[config.mk]
export PLATFORM = sky130hd
export DESIGN_NAME = iob_cpu_bus_split
export DESIGN_NICKNAME = d
export VERILOG_FILES = /design/src/rtl/iob_cpu_bus_split_pkg.sv /design/src/rtl/iob_cpu_bus_split_watchdog.sv /design/src/rtl/iob_cpu_bus_split.sv
export SDC_FILE = /design/constraint.sdc
export NUM_CORES = 1
export LEC_CHECK = 0
export BUFFER_PORTS_ARGS = -buffer_cell sky130_fd_sc_hd__buf_2
export CORE_UTILIZATION = 51
export CTS_BUF_LIST = sky130_fd_sc_hd__clkbuf_8
export DETAILED_ROUTE_END_ITERATION = 10
export GPL_TIMING_DRIVEN = 0
export PLACE_DENSITY = 0.88
export SKIP_LAST_GASP = 1
export SLEW_MARGIN = 20
export SYNTH_ARGS = -nofsm -noshare
export SYNTH_HDL_FRONTEND = slang
export SYNTH_HIERARCHICAL = 1
export SYNTH_SLANG_ARGS = --single-unit
[constraint.sdc]
create_clock -name clk -period 5.9 [get_ports clk]
set_input_delay 1.18 -clock clk [delete_from_list [all_inputs] [get_ports clk]]
set_output_delay 1.18 -clock clk [all_outputs]
set_load 0.1 [all_outputs]
[src/rtl/iob_cpu_bus_split_pkg.sv]
// rtl/iob_cpu_bus_split_pkg.sv - FSM states, error codes and slave-select decode
// Shared by iob_cpu_bus_split and its watchdog.
package iob_cpu_bus_split_pkg;

  typedef enum logic [1:0] {
    IDLE = 2'd0,
    REQ  = 2'd1,
    WAIT = 2'd2,
    RESP = 2'd3
  } state_t;

  localparam logic [1:0] ERR_NONE    = 2'd0;
  localparam logic [1:0] ERR_DECODE  = 2'd1;
  localparam logic [1:0] ERR_TIMEOUT = 2'd2;

  // Slave index for a new request. Fetches during boot go to the boot slave;
  // everything else uses the zero-extended address MSBs.
  function automatic logic [31:0] sel_decode(input logic        redirect,
                                             input logic [31:0] boot_slv,
                                             input logic [31:0] addr_sel);
    return redirect ? boot_slv : addr_sel;
  endfunction

endpackage

[src/rtl/iob_cpu_bus_split_watchdog.sv]
// rtl/iob_cpu_bus_split_watchdog.sv - wait-cycle counter with expiry strobe
// Ports: clk, rst (async, active-high), clr (zero the count), en (count this
// cycle), expired (en is high on the 2**TIMEOUT_W-1'th enabled cycle).
module iob_cpu_bus_split_watchdog #(
  parameter int TIMEOUT_W = 8
) (
  input  logic clk,
  input  logic rst,
  input  logic clr,
  input  logic en,
  output logic expired
);

  // Expiry is flagged while the count sits one below all-ones, so the
  // counter reaches all-ones on the same edge that the FSM gives up.
  localparam logic [TIMEOUT_W-1:0] LAST = TIMEOUT_W'((2 ** TIMEOUT_W) - 2);

  logic [TIMEOUT_W-1:0] cnt;

  always_ff @(posedge clk or posedge rst) begin
    if (rst) begin
      cnt <= '0;
    end else if (clr) begin
      cnt <= '0;
    end else if (en) begin
      cnt <= cnt + TIMEOUT_W'(1);
    end
  end

  assign expired = en && (cnt == LAST);

endmodule

[src/rtl/iob_cpu_bus_split.sv]
// rtl/iob_cpu_bus_split.sv - CPU native port to N iob slave buses splitter
// CPU side : cpu_valid/instr/addr/wdata/wstrb in, cpu_rdata/cpu_ready out.
// Slave side: m_valid (one-hot pulse), m_addr/m_wdata/m_wstrb broadcast,
//             m_rdata/m_ready per slave.
// Status   : err (sticky), err_code (last error), err_clr (sync clear).
// Control  : clk, rst (async, active-high), boot (fetch redirect).
module iob_cpu_bus_split
  import iob_cpu_bus_split_pkg::*;
#(
  parameter int                ADDR_W    = 32,
  parameter int                DATA_W    = 32,
  parameter int                N_SLAVES  = 2,
  parameter int                SEL_W     = 1,
  parameter int                BOOT_SLV  = 1,
  parameter int                TIMEOUT_W = 8,
  parameter logic [DATA_W-1:0] ERR_DATA  = {DATA_W{1'b1}}
) (
  input  logic                       clk,
  input  logic                       rst,
  input  logic                       boot,
  input  logic                       cpu_valid,
  input  logic                       cpu_instr,
  input  logic [ADDR_W-1:0]          cpu_addr,
  input  logic [DATA_W-1:0]          cpu_wdata,
  input  logic [DATA_W/8-1:0]        cpu_wstrb,
  output logic [DATA_W-1:0]          cpu_rdata,
  output logic                       cpu_ready,
  output logic [N_SLAVES-1:0]        m_valid,
  output logic [ADDR_W-1:0]          m_addr,
  output logic [DATA_W-1:0]          m_wdata,
  output logic [DATA_W/8-1:0]        m_wstrb,
  input  logic [N_SLAVES*DATA_W-1:0] m_rdata,
  input  logic [N_SLAVES-1:0]        m_ready,
  output logic                       err,
  output logic [1:0]                 err_code,
  input  logic                       err_clr
);

  state_t              state;
  logic [N_SLAVES-1:0] sel_oh;
  logic                dec_err;
  logic [31:0]         addr_sel;
  logic [31:0]         sel_idx;
  logic [N_SLAVES-1:0] req_oh;
  logic                hit;
  logic [DATA_W-1:0]   hit_rdata;
  logic                wd_expired;

  // Decode of the incoming request; an out-of-range index yields an empty
  // one-hot, which doubles as the decode-error indication.
  always_comb begin
    addr_sel              = '0;
    addr_sel[SEL_W-1:0]   = cpu_addr[ADDR_W-1 -: SEL_W];
    sel_idx               = sel_decode(boot & cpu_instr, 32'(BOOT_SLV), addr_sel);
    req_oh                = '0;
    for (int i = 0; i < N_SLAVES; i++) begin
      req_oh[i] = (sel_idx == 32'(i));
    end
  end

  // Only the latched slave can complete the transaction.
  assign hit = |(m_ready & sel_oh);

  always_comb begin
    hit_rdata = '0;
    for (int i = 0; i < N_SLAVES; i++) begin
      if (sel_oh[i]) begin
        hit_rdata = hit_rdata | m_rdata[i*DATA_W +: DATA_W];
      end
    end
  end

  iob_cpu_bus_split_watchdog #(
    .TIMEOUT_W (TIMEOUT_W)
  ) u_watchdog (
    .clk     (clk),
    .rst     (rst),
    .clr     (state == REQ),
    .en      (state == WAIT),
    .expired (wd_expired)
  );

  always_ff @(posedge clk or posedge rst) begin
    if (rst) begin
      state     <= IDLE;
      sel_oh    <= '0;
      dec_err   <= 1'b0;
      m_valid   <= '0;
      m_addr    <= '0;
      m_wdata   <= '0;
      m_wstrb   <= '0;
      cpu_ready <= 1'b0;
      cpu_rdata <= '0;
      err       <= 1'b0;
      err_code  <= ERR_NONE;
    end else begin
      m_valid   <= '0;
      cpu_ready <= 1'b0;
      case (state)
        IDLE: begin
          if (cpu_valid) begin
            m_addr  <= cpu_addr;
            m_wdata <= cpu_wdata;
            m_wstrb <= cpu_wstrb;
            sel_oh  <= req_oh;
            dec_err <= ~|req_oh;
            m_valid <= req_oh;
            state   <= REQ;
          end
        end
        // A decode error still spends the request slot (with no pulse), so
        // every response arrives at least two cycles after acceptance.
        REQ: begin
          if (dec_err) begin
            cpu_ready <= 1'b1;
            cpu_rdata <= ERR_DATA;
            err       <= 1'b1;
            err_code  <= ERR_DECODE;
            state     <= RESP;
          end else if (hit) begin
            cpu_ready <= 1'b1;
            cpu_rdata <= hit_rdata;
            state     <= RESP;
          end else begin
            state <= WAIT;
          end
        end
        // Ready is tested first so a response landing on the expiry cycle
        // is delivered rather than reported as a timeout.
        WAIT: begin
          if (hit) begin
            cpu_ready <= 1'b1;
            cpu_rdata <= hit_rdata;
            state     <= RESP;
          end else if (wd_expired) begin
            cpu_ready <= 1'b1;
            cpu_rdata <= ERR_DATA;
            err       <= 1'b1;
            err_code  <= ERR_TIMEOUT;
            state     <= RESP;
          end
        end
        RESP: begin
          state <= IDLE;
        end
        default: begin
          state <= IDLE;
        end
      endcase
      if (err_clr) begin
        err      <= 1'b0;
        err_code <= ERR_NONE;
      end
    end
  end

endmodule

* Word level (Yosys, flattened, before mapping) *
Index checks and enable logic that the tools add are counted.

storage, ports and cells
  bits in registers = 119
  input bits = 140
  output and inout port bits = 106
  logic and storage cells = 72

cells by class
  $add $sub $neg = 1
  equal/unequal tests = 11
  muxes and demuxes = 33
  bitwise gates (word level) = 3
  reduce and logical (&&, ||, !) cells = 12

operator list
  kind                                           number
  2-to-1 mux 32 bit                              6
  one-hot mux 32 bit (2 select lines)            1
  zero test 32 bit                               1
  OR 32 bit                                      1
  2-to-1 mux 2 bit                               9
  2-to-1 mux 8 bit                               2
  inequality test 3 bit, second input constant   5
  2-to-1 mux 1 bit                               11
  adder 8 x 1 -> 8 bit, second input constant    1
  == test 8 bit, second input constant           1
  one-hot mux 2 bit (4 select lines)             1
  == test 2 bit, second input constant           2
  one-hot mux 1 bit (2 select lines)             2
  one-hot mux 2 bit (2 select lines)             1
  AND reduction 2 bit                            2
  AND reduction 4 bit                            1
  OR reduction 2 bit                             2
  AND reduction 3 bit                            1
  nonzero test 3 bit                             1
  AND 2 bit                                      1
  == test 2 x 1 -> 1 bit, second input constant  1
  zero test 2 bit                                1
  inequality test 2 bit, second input constant   1
  nonzero test 2 bit                             1
  4 further kinds                                4

* Depth between registers and ports, before layout *
  depth after elaboration = 6
  depth in mapped cells = 10

* Hierarchy *
The synthesis kept the hierarchy.

by module, submodules not included
  module                      instances  cells each  area an instance (µm²)  sequential area each (µm²)
  iob_cpu_bus_split           1          298         4439.3                  2752.6
  iob_cpu_bus_split_watchdog  1          42          419.2                   200.2

* Worst setup path after synthesis *
Ideal clock, no wire load.

  path type = in2reg
  from = input port m_ready[0]
  to = register state[1]
  setup time = 125 ps
  arrival = 2004 ps
  slack = 3771 ps
  stages on the path = 3
  path buffers = 0
  path through = a22o_4 > o32ai_4 > mux2_4

on the way
  cells in the longest elaborated chain, start to end = 4

ends and longest elaborated chain
  what                                                                              RTL line                  text
  start: declaration                                                                iob_cpu_bus_split.sv:33   input logic [N_SLAVES-1:0] m_ready,
  AND 2 bit *                                                                       iob_cpu_bus_split.sv:62   assign hit = |(m_ready & sel_oh);
  OR reduction 2 bit *                                                              iob_cpu_bus_split.sv:62
  2-to-1 mux 2 bit / inequality test 3 bit (equally long branches)                  n/a
  one-hot mux 2 bit (4 select lines) / AND reduction 2 bit (equally long branches)  n/a
  end signal: assignment                                                            iob_cpu_bus_split.sv:108  state <= REQ;
  end signal: assignment                                                            iob_cpu_bus_split.sv:134  state <= RESP;
  end signal: assignment                                                            iob_cpu_bus_split.sv:140  state <= RESP;
  end: declaration                                                                  iob_cpu_bus_split.sv:39   state_t state;

Mark *: on every way between the ends. The rest lies on a longest branch, timed or not.
A chain may end at the register's enable or synchronous reset.

* Final worst setup path *
  from = register m_addr[6]
  to = output port m_addr[6]

RTL lines
  what                      RTL line                  text
  start: declaration        iob_cpu_bus_split.sv:29   output logic [ADDR_W-1:0] m_addr,
  start signal: assignment  iob_cpu_bus_split.sv:102  m_addr <= cpu_addr;

No word-level cell between the ends.

==> metrics.cfg <==
[run_status]
outcome = completed

[cells_and_area]
drive_gt1_share_pct = 59.5
final_util_pct = 72.3
fin_cells = 747
areaGrowthSynthToFinish_pct = 37.4
antennaDiodeCount = 0
nets = 751

[routing]
drt_wl_total_um = 12500
drtIter0Drc = 94
vias = 3883
drc = 0
firstDrtPassIters = 4
avgViaCountPerCell = 5.20
ant_nets = 0
drt-wirelength-per-cell_um = 16.7

[placement]
gp_congestion = 0.824
dp_cells = 715
io_buffers = 245
dp_worst_setup_slack_ns = 3.47
dp.final_hpwl_um = 9550

[cts]
cts_setup_buffers = 0
h-tree-depth = 4
cts.root.buffer_cell = clkbuf_8
clkSinkCount = 118
ctsHoldBuffers = 0
clkLatencyLatePin_ns = 0.41
cts_buffers = 17
cts-resized-gates = 0
path_clk_slew_ns = 0.08
clockBufferDepth = 2
cts_tree = built

[timing]
worst-slew-pin-transition_ns = 0.635
slew_headroom_pct = 57.3
max_freq_mhz = 414
worst_slack_ns = 3.48
rsz0062_at_grt = no
slew_viol_final = 0
fin_crit_sh_pct = 41.0
finClkSkew_ns = 0.0138
finalHoldViolCount = 0
finalSetupViolations = 0
min_period_ns = 2.42
tns_ns = 0

[global_routing]
grt_pass1_vias = 3943
overflow = 0
antenna_found_initial = 0
grt_pass1_wl_um = 19000
grt_usage_pct = 25.3
grt_max_degree = 75

[worst_hold_path]
min_path_cells = 1
hp-class = register to register

[yosys]
synthFlopType = dfrtp_1
synth_area_um2 = 4860
synth_cell_types = 30
yosysWarnings = 6
synth.avg_cell_area_um2 = 14.3
ys_ff_latch = 118
yosysSeqAreaShare_pct = 60.8
syn_nets = 486
synth_enable_flop_cells = 0
synthArstFlopShare_pct = 100
synthCells = 340

[die]
core_area_um2 = 9240
die_w_um = 99.6
die_h_um = 99.6
die_area_um2 = 9920
row_count = 35
io_pins = 246
start_util_pct = 52.6

[power_and_ir_drop]
switchingPower_mw = 0.373
p_leak_nw = 3.77
power.density_nw_per_um2 = 241
p_int_mw = 1.23
power_frac_comb_pct = 4.1
seqPwrFrac_pct = 50.3
power_mw = 1.61
vdd_ir_drop_max_mv = 0.176
p_sw_share_pct = 23.2
pwr-share-clk_pct = 45.6

[setup_path]
cp.required_ns = 4.72
cpPeakStageDelay_ns = 0.44
r2r_cells = 9
crit_chain = buf_2
path_depth = 1
cp_top_family = buffers and inverters
critPathLaunchType = register
crit_fanout = 2
crit_buf_inv = 1
path_class = register to primary output
crit_arrival_ns = 1.24
slowest_stage = buf_2
endpoint_kind = primary output

[run]
maxCapViolCount = 0

-- power groups by stage --
stage	Clock [mW]	Combinational [mW]	Sequential [mW]
after floorplan	0	0.0131	0.824
after global placement	0	0.0609	0.824
after detailed placement	0	0.0666	0.824
after CTS	0.750	0.0670	0.808
after global routing	0.783	0.0733	0.808
final	0.733	0.0658	0.808
-- synthesized netlist by cell type (3+ instances only) --
| cell type | instances | area [µm²] |
|---|---|---|
| nand2_1 | 5 | 18.8 |
| xor2_1 | 3 | 26.3 |
| or3_1 | 3 | 18.8 |
| mux2_2 | 68 | 766 |
| inv_1 | 8 | 30.0 |
| buf_2 | 8 | 40.0 |
| buf_6 | 8 | 90.1 |
| ha_1 | 6 | 75.1 |
| a21oi_1 | 8 | 40.0 |
| dfrtp_1 | 118 | 2950 |
| a22oi_1 | 32 | 240 |
| a2bb2oi_1 | 32 | 280 |
| nand4_1 | 4 | 25.0 |
| clkbuf_1 | 7 | 26.3 |
| nor2_1 | 12 | 45.0 |
| o21ai_0 | 4 | 20.0 |
-- final cells by class --
type,count,area (µm²)
Buffer,23,156
Clock buffer,18,248
Clock inverter,14,150
Fill cell,652,2560
Inverter,8,35.0
Multi-Input combinational cell,191,1720
Sequential cell,118,2950
Tap cell,129,161
Timing Repair Buffer,246,1250
-- placed cells by master, fill, tap and decap left out --
master / Yosys / routed
mux2_4: 1 / 1
clkbuf_8: 0 / 18
inv_1: 8 / 7
inv_6: 0 / 5
or3_1: 3 / 3
xor2_1: 3 / 3
buf_6: 8 / 8
o32ai_4: 1 / 1
xnor2_1: 1 / 1
o22a_4: 1 / 1
o21ai_0: 4 / 4
mux2_2: 68 / 68
o21a_1: 1 / 1
clkbuf_1: 7 / 7
a21oi_1: 8 / 8
nor2_1: 12 / 12
dfrtp_1: 118 / 118
a21boi_0: 1 / 1
a211oi_1: 1 / 1
a2bb2oi_1: 32 / 32
clkinvlp_4: 0 / 6
nor2b_1: 1 / 1
nand2_1: 5 / 5
ha_1: 6 / 6
clkinv_2: 0 / 2
nand4_4: 1 / 1
nor3b_1: 1 / 1
nand4_1: 4 / 4
a21o_1: 1 / 1
a22o_4: 1 / 1
nor4_1: 1 / 1
bufinv_16: 0 / 2
a22oi_1: 32 / 32
buf_16: 0 / 1
buf_2: 8 / 253
o22ai_1: 1 / 1
-- kinds of logic after synthesis --
group	Yosys count	share of synthesized area, %
adders and majority gates	6	1.55
DFF	118	60.8
AOI/OAI and AO/OA	84	14.0
muxes	69	16.1
and+or+nand+nor	28	3.06
xor gates and xnor gates	4	0.721
buffers and inverters	31	3.84
-- layer usage --
metal	up-vias	track usage, %	wire (µm)
met3	23	7.59	866
met5	-	0	0
li1	1785	-	-
met4	0	9.73	289
met1	1903	26.3	4580
met2	172	47.6	6710
-- metrics by stage --
step	area (µm²)	hold WS (ns)
CTS	6680	0.504
global route	6680	0.518
detailed placement	6280	0.488
global placement	6250	0.482
finish	6680	0.502
floorplan	4860	0.522
-- worst paths after layout --
check | endpoint | slack, ns | from
setup / recovery | m_addr[6] | 3.48 | m_addr[6]$_DFFE_PP0P_
hold / removal | m_wstrb[2]$_DFFE_PP0P_ | 0.50 | m_wstrb[2]$_DFFE_PP0P_
setup reg to reg | err_code[1]$_DFFE_PP0P_ | 3.50 | state[0]$_DFFE_PP0P_
hold reg to reg | m_wstrb[2]$_DFFE_PP0P_ | 0.50 | m_wstrb[2]$_DFFE_PP0P_
max in group asynchronous | m_valid[1]$_DFF_PP0_ | 4.47 | rst
min in group asynchronous | u_watchdog/cnt[6]$_DFFE_PP0P_ | 0.75 | rst
-- sequential cells by signal (all words and copies together), names as in the netlist, 2 cells and up --
signal,cells
m_wdata,32
state,2
u_watchdog/cnt,8
sel_oh,2
m_valid,2
cpu_rdata,32
err_code,2
m_wstrb,4
m_addr,32
No activity file was read; power rests on OpenSTA's default activity.
